**config.mk**
```make
export PLATFORM = sky130hd
export DESIGN_NAME = ifft_frame_sequencer
export DESIGN_NICKNAME = d
export VERILOG_FILES = /design/src/rtl/ifft_frame_sequencer.sv
export SDC_FILE = /design/constraint.sdc
export NUM_CORES = 1
export LEC_CHECK = 0
export CAP_MARGIN = 0
export CORE_MARGIN = 4
export CORE_UTILIZATION = 30
export CTS_CLUSTER_SIZE = 20
export DETAILED_ROUTE_END_ITERATION = 8
export PLACE_DENSITY = 0.61
export SLEW_MARGIN = 20
export SYNTH_ARGS = -nofsm -noshare
export SYNTH_HDL_FRONTEND = slang
export SYNTH_SLANG_ARGS = --single-unit
```
**constraint.sdc**
```tcl
create_clock -name s_axis_aclk -period 2.8 [get_ports s_axis_aclk]
set_input_delay 0.56 -clock s_axis_aclk [delete_from_list [all_inputs] [get_ports s_axis_aclk]]
set_output_delay 0.56 -clock s_axis_aclk [all_outputs]
set_load 0.02 [all_outputs]
```
**src/rtl/ifft_frame_sequencer.sv**
```systemverilog
// ---------------------------------------------------------------------------
// ifft_frame_sequencer
//
// Packs eight complex samples from an AXI-Stream sample port into one wide
// frame word and hands it to an IFFT core. Frames issued to the core but not
// yet retired are tracked with a credit count: each handshake takes one credit
// and each core_done pulse returns one. When no credit is left, the finished
// frame waits with m_axis_tvalid low.
//
// Ports
//   s_axis_aclk, s_axis_areset    clock, synchronous active-high reset
//   s_axis_t{valid,ready,data,last}   sample input (one complex sample/beat)
//   m_axis_t{valid,ready,data,last}   frame output (eight samples/beat)
//   core_done                     one-cycle credit return from the core
//   frame_err                     sticky: bad tlast position or stray core_done
//   frames_issued                 frames accepted by the core (wraps)
//   inflight                      frames outstanding in the core
// ---------------------------------------------------------------------------
module ifft_frame_sequencer #(
    parameter int C_AXIS_TDATA_WIDTH = 512,
    parameter int C_SAMPLE_WIDTH     = 64,
    parameter int C_MAX_INFLIGHT     = 4
) (
    input  logic                          s_axis_aclk,
    input  logic                          s_axis_areset,
    input  logic                          s_axis_tvalid,
    output logic                          s_axis_tready,
    input  logic [C_SAMPLE_WIDTH-1:0]     s_axis_tdata,
    input  logic                          s_axis_tlast,
    output logic                          m_axis_tvalid,
    input  logic                          m_axis_tready,
    output logic [C_AXIS_TDATA_WIDTH-1:0] m_axis_tdata,
    output logic                          m_axis_tlast,
    input  logic                          core_done,
    output logic                          frame_err,
    output logic [15:0]                   frames_issued,
    output logic [2:0]                    inflight
);

    localparam int         NSLOT  = 8;
    localparam logic [2:0] MAX_IF = 3'(C_MAX_INFLIGHT);

    typedef enum logic {FILL = 1'b0, ISSUE = 1'b1} state_t;

    state_t                          r_state;
    state_t                          w_state_nxt;
    logic [2:0]                      r_idx;
    logic [C_AXIS_TDATA_WIDTH-1:0]   r_buf;
    logic [C_AXIS_TDATA_WIDTH-1:0]   w_buf_nxt;
    logic                            r_tvalid;
    logic [2:0]                      r_inflight;
    logic [2:0]                      w_inflight_nxt;
    logic [15:0]                     r_issued;
    logic                            r_err;

    logic                            w_tready;
    logic                            w_accept;
    logic                            w_last_slot;
    logic                            w_frame_done;
    logic                            w_hs;
    logic                            w_done_ok;
    logic                            w_err_set;

    assign w_accept     = s_axis_tvalid & w_tready;
    assign w_last_slot  = (r_idx == 3'd7);
    assign w_frame_done = w_accept & (w_last_slot | s_axis_tlast);
    assign w_hs         = r_tvalid & m_axis_tready;
    // A credit return with nothing outstanding is not counted.
    assign w_done_ok    = core_done & (r_inflight != 3'd0);
    // tlast must coincide exactly with slot 7; either mismatch is an error.
    assign w_err_set    = (w_accept & (w_last_slot != s_axis_tlast))
                        | (core_done & (r_inflight == 3'd0));

    // State register
    always_ff @(posedge s_axis_aclk) begin
        if (s_axis_areset) begin
            r_state <= FILL;
        end else begin
            r_state <= w_state_nxt;
        end
    end

    // Next-state logic
    always_comb begin
        w_state_nxt = r_state;
        case (r_state)
            FILL:    if (w_frame_done) w_state_nxt = ISSUE;
            ISSUE:   if (w_hs)         w_state_nxt = FILL;
            default: w_state_nxt = FILL;
        endcase
    end

    // State-decoded outputs; tready is forced low while reset is asserted.
    always_comb begin
        w_tready = (r_state == FILL) && !s_axis_areset;
    end

    // Simultaneous handshake and valid credit return cancel out.
    always_comb begin
        w_inflight_nxt = r_inflight;
        if (w_hs && !w_done_ok) begin
            w_inflight_nxt = r_inflight + 3'd1;
        end else if (!w_hs && w_done_ok) begin
            w_inflight_nxt = r_inflight - 3'd1;
        end
    end

    // Write the accepted sample into its slot; an early tlast clears the
    // remaining higher slots so the frame is zero-padded.
    always_comb begin
        w_buf_nxt = r_buf;
        if (w_accept) begin
            for (int k = 0; k < NSLOT; k++) begin
                if (3'(k) == r_idx) begin
                    w_buf_nxt[k*C_SAMPLE_WIDTH +: C_SAMPLE_WIDTH] = s_axis_tdata;
                end else if (s_axis_tlast && (3'(k) > r_idx)) begin
                    w_buf_nxt[k*C_SAMPLE_WIDTH +: C_SAMPLE_WIDTH] = '0;
                end
            end
        end
    end

    always_ff @(posedge s_axis_aclk) begin
        if (s_axis_areset) begin
            r_idx      <= 3'd0;
            r_buf      <= '0;
            r_tvalid   <= 1'b0;
            r_inflight <= 3'd0;
            r_issued   <= 16'd0;
            r_err      <= 1'b0;
        end else begin
            r_buf      <= w_buf_nxt;
            r_inflight <= w_inflight_nxt;
            if (w_accept) begin
                r_idx <= w_frame_done ? 3'd0 : r_idx + 3'd1;
            end
            // Registered so that in ISSUE tvalid tracks credit availability
            // one cycle after the count changes; a held frame cannot lose
            // tvalid because only the handshake consumes credit.
            r_tvalid <= (w_state_nxt == ISSUE) && (w_inflight_nxt < MAX_IF);
            if (w_hs) begin
                r_issued <= r_issued + 16'd1;
            end
            if (w_err_set) begin
                r_err <= 1'b1;
            end
        end
    end

    assign s_axis_tready = w_tready;
    assign m_axis_tvalid = r_tvalid;
    assign m_axis_tlast  = r_tvalid;
    assign m_axis_tdata  = r_buf;
    assign frame_err     = r_err;
    assign frames_issued = r_issued;
    assign inflight      = r_inflight;

endmodule

```
==> flow_summary_export.csv, run 1 <==
group,metric,value,unit
synthesis,yosys_warnings,0,
power_and_ir_drop,power.total,17.36,mW
sta,hold_ws,0.3087,ns
routing,drcViolationCount,0,
floorplanning,coreArea,0.06610,mm^2
setup_path,cp.buffers_inverters,1,
global_routing,grt_pass1_vias,17450,
layout,fin_cells,3516,
clock_network,numClockSinks,537,
clock_network,cts-resized-gates,0,
floorplanning,start_util,30.41,%
setup_path,startpoint_type,"register",
sta,hold_viol,0,
layout,final_cell_mix,"clkdlybuf4s50_1 (603), dfxtp_1 (537), nor2_1 (297)",
routing,wl,77.72,mm
place,port_buffers,604,
routing,wl_met1,30.70,mm
clock_network,ctsHoldBuffers,0,
layout,area_growth,43.66,%
clock_network,clk_latency,0.61,ns
sta,setup_tns,0,ns
global_routing,grt_max_degree,203,
sta,clock_skew,0.01969,ns
routing,viasPerCell,5.060,
clock_network,root_buffer,"clkbuf_16",
setup_path,path_class,"reg -> out",
synthesis,synth.distinct_cells,45,
layout,final_area,0.02888,mm^2
sta,slew_headroom,39.20,%
routing,top_layer,"met4",
sta,rsz0062_at_grt,"false",
layout,drive_gt1_share,8.974,%
routing,route.met3.wl,6.423,mm
layout,final_util,43.69,%
synthesis,async_flop_share,0,%
place,dp_cells,3411,
synthesis,synth_top_area_share,53.48,%
clock_network,numCtsBuffers,58,
flow_run,maxCapViolations,0,
synthesis,synth_area,0.02010,mm^2
clock_network,clk_path_buf_depth,3,
floorplanning,dieArea,0.07121,mm^2
place,dp_slack,0.2299,ns
floorplanning,dieHeight,266.8,um
sta,tightest_slew,0.9121,ns
routing,via_count,17790,
sta,post-route-period-util,81.42,%
routing,met2_length,37.50,mm
setup_path,critPathTopFamily,"buffers and inverters",
synthesis,yosysTopAreaCell,"dfxtp_1",
floorplanning,fp-row-count,94,
layout,n_antenna_cell,0,
sta,maxSlewViolCount,0,
layout,n_fill_cell,6228,
setup_path,critical_path.slowest_cell,"clkdlybuf4s50_1",
clock_network,cts.clk_slew.worst_paths,0.06,ns
min_path,hold_class,"in -> reg",
setup_path,cp_data_arrival_time,1.72,ns
power_and_ir_drop,power.leakage,9.640,nW
global_routing,grt_first_pass_wirelength,113.5,mm
sta,finalSetupViolations,0,
global_routing,grt.total_usage,20.60,%
floorplanning,die_width,266.8,um
layout,final_common_cell,"clkdlybuf4s50_1",
routing,routedWlPerCell,22.11,um
place,globalplace.congestion,0.8104,
routing,postRouteAntennaNets,0,
setup_path,worstPathRequired,2.24,ns
setup_path,slowest_delay,0.64,ns
outcome,status,"finished clean",
place,dp_hpwl,52.97,mm
routing,firstDrtPassIters,6,
synthesis,synthFlopType,"dfxtp_1",
sta,max_freq,438.6,MHz
sta,period_minus_slack,2.280,ns
sta,fin_ws,0.5202,ns
floorplanning,io_pins,605,
synthesis,synthCells,2141,
synthesis,ys_ff_latch,537,
power_and_ir_drop,ir_drop,494.0,uV
place,placed_area,0.02685,mm^2
routing,drt_iter0_markers,1305,
setup_path,end_kind,"output port",
setup_path,path_max_fanout,6,
global_routing,grt_remaining_overflow,0,
clock_network,cts_max_level,2,
synthesis,yosysSeqAreaShare,53.48,%
synthesis,synth_fp_nets,2223,
clock_network,cts_tree,"yes",
setup_path,path_cells,"nor2_1, clkdlybuf4s50_1",
global_routing,antenna_found_initial,0,
synthesis,synth_edf_count,0,
power_and_ir_drop,powerDensity,601.1,mW/mm^2
layout,final_nets,2689,
synthesis,synth.area.top_cells,"dfxtp_1 (53%), a22oi_1 (11%), mux2i_1 (6.4%)",
clock_network,post_cts_buffers,0,
synthesis,syn_area_per_cell,9.388,um^2
[layer usage]
metal  vias to the layer above  track usage (%)
li1                       8193                -
met1                      8650            24.66
met2                       802            35.19
met3                       147            5.503
met4                         0            8.338
met5                         -                0
[sequential cells by signal, summed over array words and instances, names as in the netlist]
register	count
m_axis_tdata	512
m_axis_tlast	1
r_state	1
inflight	3
frames_issued	16
r_idx	3
frame_err	1
[power breakdown]
part           internal (mW)  total [mW]  switching (mW)
clock network           4.90        8.13            3.22
registers               7.74        7.81          0.0713
logic                  0.518        1.42           0.903
total                   13.2        17.4            4.20
[cells in the mapped netlist (3+ instances only)]
master and instances:
clkbuf_1 163, o21ai_0 7, buf_4 7, buf_2 48, ha_1 12, nor3b_1 4
nor2_1 297, or3_1 5, a22oi_2 40, nor3_1 4, a22oi_1 282, nor2_2 41
inv_1 12, nand2_1 208, nand4_1 4, a21oi_1 74, buf_6 8, nor4_1 3
nand2b_1 130, dfxtp_1 537, mux2i_1 128, nand3_1 70, xnor2_1 10, buf_1 16
[worst reg2reg max path: stages, from the launching register on]
cell	delay (ns)
dfxtp_1	0.43
ha_1	0.28
ha_4	0.16
inv_1	0.05
ha_1	0.30
nand2b_4	0.20
buf_4	0.42
nand2_1	0.17
a21oi_1	0.14
[path summary, 6_finish.rpt]
| check | start | end | slack [ns] | cells after the start |
|---|---|---|---|---|
| max reg2reg | r_idx[1]$_SDFFE_PP0P_ | m_axis_tdata[475]$_SDFFE_PP0P_ | 0.60 | 8 |
| min | s_axis_areset | m_axis_tdata[130]$_SDFFE_PP0P_ | 0.31 | 2 |
| min reg2reg | m_axis_tdata[484]$_SDFFE_PP0P_ | m_axis_tdata[484]$_SDFFE_PP0P_ | 0.45 | 2 |
| max | r_state$_SDFF_PP0_ | s_axis_tready | 0.52 | 2 |
[cell type report]
cell class                 instances  area, um^2  area share [%]
clock buffer                      80        1634           5.659
tap                              864        1081           3.744
sequential                       537       10750           37.23
multi-input combinational       1350        8322           28.82
inverter                          12       45.04          0.1560
clock inverter                    25       387.9           1.343
timing repair buffer             648        6656           23.05
[kinds of logic after synthesis]
| family | share of synthesized area [%] |
|---|---|
| multiplexers | 6.486 |
| buffers and inverters | 5.472 |
| XOR/XNOR | 0.5229 |
| flip-flops | 53.48 |
| AND/OR/NAND/NOR | 17.82 |
| AO/OA/AOI/OAI | 15.47 |
| adder cells (fa/ha/maj) | 0.7469 |
Note: power is estimated with default switching activity, not from simulation.
==> run 2: changes to the inputs <==
--- a/config.mk
+++ b/config.mk
@@ -10,7 +10,7 @@
 export CORE_UTILIZATION = 30
 export CTS_CLUSTER_SIZE = 20
 export DETAILED_ROUTE_END_ITERATION = 8
-export PLACE_DENSITY = 0.61
+export PLACE_DENSITY = 0.63
 export SLEW_MARGIN = 20
 export SYNTH_ARGS = -nofsm -noshare
 export SYNTH_HDL_FRONTEND = slang
==> constraint.sdc (replaced) <==
create_clock -name s_axis_aclk -period 1.9 [get_ports s_axis_aclk]
set_input_delay 0.38 -clock s_axis_aclk [delete_from_list [all_inputs] [get_ports s_axis_aclk]]
set_output_delay 0.38 -clock s_axis_aclk [all_outputs]
set_load 0.02 [all_outputs]
==> flow_summary_export.csv, run 2 (synthesis gave the netlist of run 1 again) <==
group,metric,value,unit
outcome,status,"finished clean",
global_routing,grt_max_degree,188,
floorplanning,fp-row-count,94,
layout,final_util,44.02,%
sta,rsz0062_at_grt,"true",
setup_path,startpoint_type,"register",
place,dp_hpwl,53.20,mm
layout,final_nets,2746,
power_and_ir_drop,powerDensity,869.9,mW/mm^2
power_and_ir_drop,p_sw,6.146,mW
power_and_ir_drop,internal_power,19.17,mW
clock_network,numCtsBuffers,56,
floorplanning,dieHeight,266.8,um
setup_path,critical_path.slowest_cell,"dfxtp_1",
sta,tightest_slew,1.020,ns
routing,routedWlPerCell,22.57,um
routing,wl,80.67,mm
setup_path,critPathTopFamily,"buffers and inverters",
sta,hold_viol,0,
sta,finalSetupViolations,0,
power_and_ir_drop,power.leakage,12.62,nW
setup_path,slowest_delay,0.31,ns
clock_network,clk_path_buf_depth,3,
layout,n_fill_cell,6445,
sta,max_freq,541.2,MHz
setup_path,path_cells,"buf_4, nor4b_4, buf_4, buf_4, o21ai_4, buf_4, clkbuf_16, a22oi_1, nor2_1",
setup_path,rr_endpoint,"m_axis_tdata[160]$_SDFFE_PP0P_",
floorplanning,io_pins,605,
clock_network,cts_tree,"yes",
floorplanning,die_width,266.8,um
sta,clock_skew,0.01788,ns
setup_path,r2r-start,"r_state$_SDFF_PP0_",
sta,setup_tns,0,ns
floorplanning,dieArea,0.07121,mm^2
setup_path,end_kind,"register",
power_and_ir_drop,power.share.sequential,45.4,%
power_and_ir_drop,clockPowerShare,45.9,%
global_routing,grt.total_usage,20.82,%
clock_network,root_buffer,"clkbuf_16",
setup_path,cp.buffers_inverters,5,
routing,drt_iter0_markers,1305,
setup_path,path_max_fanout,16,
clock_network,cts_max_level,2,
place,dp_cells,3454,
global_routing,antenna_found_initial,2,
setup_path,timing.reg2reg.setup_slack,0.05,ns
global_routing,grt_first_pass_wirelength,114.5,mm
flow_run,maxCapViolations,0,
min_path,min_delay_path_depth,4,
power_and_ir_drop,ir_drop,728.1,uV
layout,final_common_cell,"dfxtp_1",
setup_path,worst-r2r-cell-count,9,
min_path,hold_class,"in -> reg",
place,port_buffers,604,
floorplanning,coreArea,0.06610,mm^2
layout,fin_cells,3574,
setup_path,cp_data_arrival_time,2.30,ns
routing,firstDrtPassIters,7,
routing,postRouteAntennaNets,0,
min_path,hp-start,"s_axis_areset",
sta,post-route-period-util,97.24,%
global_routing,grt_remaining_overflow,0,
sta,slew_headroom,32.00,%
clock_network,clk_latency,0.61,ns
layout,largest_register_ffs,512,
layout,area_growth,44.76,%
routing,viasPerCell,5.073,
layout,final_cell_mix,"dfxtp_1 (536), dlygate4sd2_1 (534), nor2_1 (296)",
clock_network,numClockSinks,537,
layout,drive_gt1_share,12.15,%
place,globalplace.congestion,0.8026,
routing,drcViolationCount,0,
clock_network,ctsHoldBuffers,0,
min_path,min_to,"r_idx[2]$_SDFFE_PP0P_",
sta,period_minus_slack,1.848,ns
setup_path,crit_top_cell,"buf_4",
power_and_ir_drop,p_comb_share,8.8,%
floorplanning,start_util,30.41,%
sta,maxSlewViolCount,0,
setup_path,path_class,"reg -> reg",
power_and_ir_drop,sw_frac_of_total,24.28,%
routing,via_count,18130,
sta,hold_ws,0.2104,ns
clock_network,cts.clk_slew.worst_paths,0.06,ns
setup_path,worstPathRequired,2.35,ns
global_routing,grt_pass1_vias,17840,
[run 2: cell types whose count changed in the layout (fill, tap and decap cells not counted), moves of 13 or more]
cell	delta
a22oi_1	-26
a22oi_2	+26
buf_12	+13
buf_4	+33
clkdlybuf4s50_1	-535
dlygate4sd2_1	+534
[run 2: worst reg2reg max path: stages (launching register included)]
cell and delay, ns:
dfxtp_1 0.31, buf_4 0.15, nor4b_4 0.25, buf_4 0.16, buf_4 0.14, o21ai_4 0.07
buf_4 0.16, clkbuf_16 0.20, a22oi_1 0.22, nor2_1 0.05
[run 2: worst max path at each step]
stage                                     start                             end  slack (ns)  depth (start not counted)
after floorplan           r_idx[0]$_SDFFE_PP0P_  m_axis_tdata[493]$_SDFFE_PP0P_      -0.006                         11
after global placement            s_axis_tvalid  m_axis_tdata[107]$_SDFFE_PP0P_       -0.45                          8
final                        r_state$_SDFF_PP0_  m_axis_tdata[160]$_SDFFE_PP0P_        0.05                          9
after CTS                    r_state$_SDFF_PP0_   m_axis_tdata[64]$_SDFFE_PP0P_      -0.002                          7
after detailed placement          s_axis_tvalid  m_axis_tdata[110]$_SDFFE_PP0P_       -0.47                          8
after global routing         r_state$_SDFF_PP0_  m_axis_tdata[169]$_SDFFE_PP0P_       -0.05                          9
[run 2: what timing repair did]
item                                    4_1_cts  5_1_grt
gates cloned                                  1        6
resized for setup                           543       34
buffers inserted                              1        8
endpoints found under the setup margin      547      103
pin swaps                                     1        4
[run 2: layout make-up]
cell class | instances | area (um^2) | share of cell area (%)
Timing Repair Buffer | 707 | 6760 | 23.23
Clock inverter | 20 | 274.0 | 0.9417
Clock buffer | 82 | 1692 | 5.814
Sequential cell | 537 | 10750 | 36.95
Inverter | 12 | 45.04 | 0.1548
Tap cell | 864 | 1081 | 3.715
Multi-Input combinational cell | 1350 | 8489 | 29.18
Antenna cell | 2 | 5.005 | 0.01720
[run 2: per-layer routing]
layer | up-vias | GRT usage [%] | routed length [um]
met5 | - | 0 | 0
met2 | 769 | 36.43 | 39470
met1 | 8892 | 24.75 | 31950
met3 | 153 | 5.199 | 6303
met4 | 0 | 7.610 | 2943
li1 | 8317 | - | -
[run 2: power groups by stage]
stage / Clock, mW / Sequential (mW) / Combinational, mW
after detailed placement: 0 / 11.7 / 2.21
after global routing: 12.3 / 11.5 / 2.34
after CTS: 11.9 / 11.5 / 2.14
after global placement: 0 / 11.7 / 2.17
final: 11.6 / 11.5 / 2.22
after floorplan: 0 / 11.9 / 1.04
[run 2: per-stage QoR]
step                total power [mW]  setup WS (ns)  cell area (um^2)
finish                         25.31        0.05239             29100
global route                   26.17       -0.04549             29100
CTS                            25.50      -0.002269             28730
detailed placement             13.96        -0.4689             27370
global placement               13.90        -0.4549             27370
floorplan                      12.93      -0.005995             20160
==> run 3: changes to the inputs <==
--- a/config.mk
+++ b/config.mk
@@ -6,8 +6,10 @@
 export NUM_CORES = 1
 export LEC_CHECK = 0
 export CAP_MARGIN = 0
+export CORE_ASPECT_RATIO = 1.2
 export CORE_MARGIN = 4
 export CORE_UTILIZATION = 30
+export CTS_CLUSTER_DIAMETER = 120
 export CTS_CLUSTER_SIZE = 20
 export DETAILED_ROUTE_END_ITERATION = 8
 export PLACE_DENSITY = 0.63
==> flow_summary_export.csv, run 3 (synthesis gave the netlist of run 1 again) <==
group,metric,value,unit
clock_network,ctsHoldBuffers,0,
min_path,hold_class,"in -> reg",
floorplanning,dieArea,0.07122,mm^2
place,globalplace.congestion,0.8082,
floorplanning,dieHeight,291.6,um
min_path,min_delay_path_depth,3,
setup_path,startpoint_type,"register",
global_routing,grt_remaining_overflow,0,
setup_path,cp_data_arrival_time,2.40,ns
setup_path,path_cells,"or3b_4, buf_6, nor4_4, buf_6, buf_4, a22oi_1, nor2_1",
place,port_buffers,604,
sta,max_freq,538.0,MHz
place,dp_cells,3487,
sta,maxSlewViolCount,0,
global_routing,grt_pass1_vias,17510,
setup_path,timing.reg2reg.setup_slack,0.04,ns
global_routing,grt.total_usage,20.57,%
layout,n_fill_cell,6567,
floorplanning,fp-row-count,103,
power_and_ir_drop,ir_drop,644.7,uV
clock_network,clk_path_buf_depth,3,
setup_path,path_class,"reg -> reg",
layout,largest_register_ffs,512,
layout,drive_gt1_share,9.421,%
floorplanning,start_util,30.40,%
flow_run,maxCapViolations,0,
sta,setup_tns,0,ns
routing,postRouteAntennaNets,0,
setup_path,critPathTopFamily,"simple AND/OR/NAND/NOR gates",
global_routing,grt_first_pass_wirelength,114.6,mm
sta,slew_headroom,46.70,%
routing,routedWlPerCell,22.74,um
sta,finalSetupViolations,0,
floorplanning,io_pins,605,
clock_network,cts_tree,"yes",
sta,hold_viol,0,
place,placed_area,0.02744,mm^2
setup_path,cp.buffers_inverters,3,
setup_path,end_kind,"register",
layout,final_util,42.19,%
setup_path,r2r-start,"r_state$_SDFF_PP0_",
setup_path,rr_endpoint,"m_axis_tdata[121]$_SDFFE_PP0P_",
layout,final_area,0.02789,mm^2
routing,via_count,17840,
place,dp_slack,-0.5018,ns
routing,wl,80.38,mm
power_and_ir_drop,p_sw,5.215,mW
setup_path,worst-path-stages,7,
setup_path,worstPathRequired,2.44,ns
power_and_ir_drop,p_comb_share,10.8,%
sta,clock_skew,0.02080,ns
outcome,status,"finished clean",
layout,n_antenna_cell,0,
sta,fin_ws,0.04143,ns
routing,drt_iter0_markers,1295,
floorplanning,die_width,244.3,um
clock_network,cts.clk_slew.worst_paths,0.08,ns
clock_network,root_buffer,"clkbuf_16",
clock_network,clk_latency,0.61,ns
setup_path,path_max_fanout,6,
power_and_ir_drop,powerDensity,727.0,mW/mm^2
routing,viasPerCell,5.048,
layout,area_growth,38.76,%
sta,tightest_slew,0.7995,ns
clock_network,numCtsBuffers,30,
place,dp_hpwl,54.66,mm
sta,post-route-period-util,97.82,%
power_and_ir_drop,internal_power,15.06,mW
setup_path,slowest_delay,0.41,ns
sta,rsz0062_at_grt,"true",
power_and_ir_drop,sw_frac_of_total,25.72,%
global_routing,antenna_found_initial,0,
routing,drcViolationCount,0,
clock_network,numClockSinks,537,
setup_path,crit_top_cell,"buf_6",
clock_network,cts_max_level,1,
floorplanning,coreArea,0.06611,mm^2
power_and_ir_drop,clockPowerShare,32.6,%
setup_path,critical_path.slowest_cell,"or3b_4",
global_routing,grt_max_degree,153,
layout,final_cell_mix,"dfxtp_1 (534), dlygate4sd2_1 (534), nor2_1 (297)",
power_and_ir_drop,power.leakage,12.05,nW
setup_path,worstSetupEndpoint,"m_axis_tdata[121]$_SDFFE_PP0P_",
routing,firstDrtPassIters,5,
setup_path,worst-r2r-cell-count,7,
layout,final_nets,2725,
power_and_ir_drop,power.share.sequential,56.6,%
setup_path,cp-startpoint,"r_state$_SDFF_PP0_",
layout,fin_cells,3535,
sta,period_minus_slack,1.859,ns
run 3: stage by stage:
stage | power, mW | hold slack, ns
6_report | 20.28 | 0.08120
5_1_grt | 20.95 | 0.06007
4_1_cts | 20.40 | 0.03273
3_5_place_dp | 13.95 | 0.4425
3_3_place_gp | 13.91 | 0.4383
2_1_floorplan | 12.93 | 0.5284
run 3: power groups by stage:
stage | Clock [mW] | Sequential (mW) | Combinational (mW)
2_1_floorplan | 0 | 11.9 | 1.04
3_3_place_gp | 0 | 11.7 | 2.17
3_5_place_dp | 0 | 11.7 | 2.20
4_1_cts | 6.80 | 11.5 | 2.12
5_1_grt | 7.15 | 11.5 | 2.30
6_report | 6.62 | 11.5 | 2.18
run 3: area by class of cell:
| cell class | count | area (um^2) | share of cell area [%] |
|---|---|---|---|
| clock buffer | 31 | 775.7 | 2.781 |
| clock inverter | 1 | 5.005 | 0.01794 |
| inverter | 12 | 45.04 | 0.1615 |
| multi-input combinational | 1350 | 8351 | 29.94 |
| sequential | 537 | 10760 | 38.57 |
| tap | 892 | 1116 | 4.002 |
| timing repair buffer | 712 | 6842 | 24.53 |
run 3: timing repair:
item / CTS / global route
resized for setup: 541 / 12
gates cloned: 0 / 8
endpoints found under the setup margin: 578 / 114
pin swaps: 0 / 1
buffers inserted: 1 / 7
run 3: routing by layer:
metal | vias up | GRT usage, % | wire length, um
li1 | 8232 | - | -
met1 | 8683 | 24.40 | 30920
met5 | - | 0 | 0
met4 | 0 | 8.400 | 3561
met3 | 172 | 4.657 | 6077
met2 | 757 | 35.94 | 39810
run 3: worst min path at each step:
stage / startpoint / to / slack [ns]
after floorplan: m_axis_tdata[501]$_SDFFE_PP0P_ / m_axis_tdata[501]$_SDFFE_PP0P_ / 0.53
after global placement: m_axis_tdata[489]$_SDFFE_PP0P_ / m_axis_tdata[489]$_SDFFE_PP0P_ / 0.44
after detailed placement: m_axis_tdata[507]$_SDFFE_PP0P_ / m_axis_tdata[507]$_SDFFE_PP0P_ / 0.44
after CTS: s_axis_areset / r_idx[2]$_SDFFE_PP0P_ / 0.03
after global routing: s_axis_areset / r_idx[2]$_SDFFE_PP0P_ / 0.06
final: s_axis_areset / r_idx[2]$_SDFFE_PP0P_ / 0.08
run 3: worst min-delay path, cell delays in order:
cell and delay, ns:
buf_8 0.08, buf_4 0.13, a21oi_1 0.04
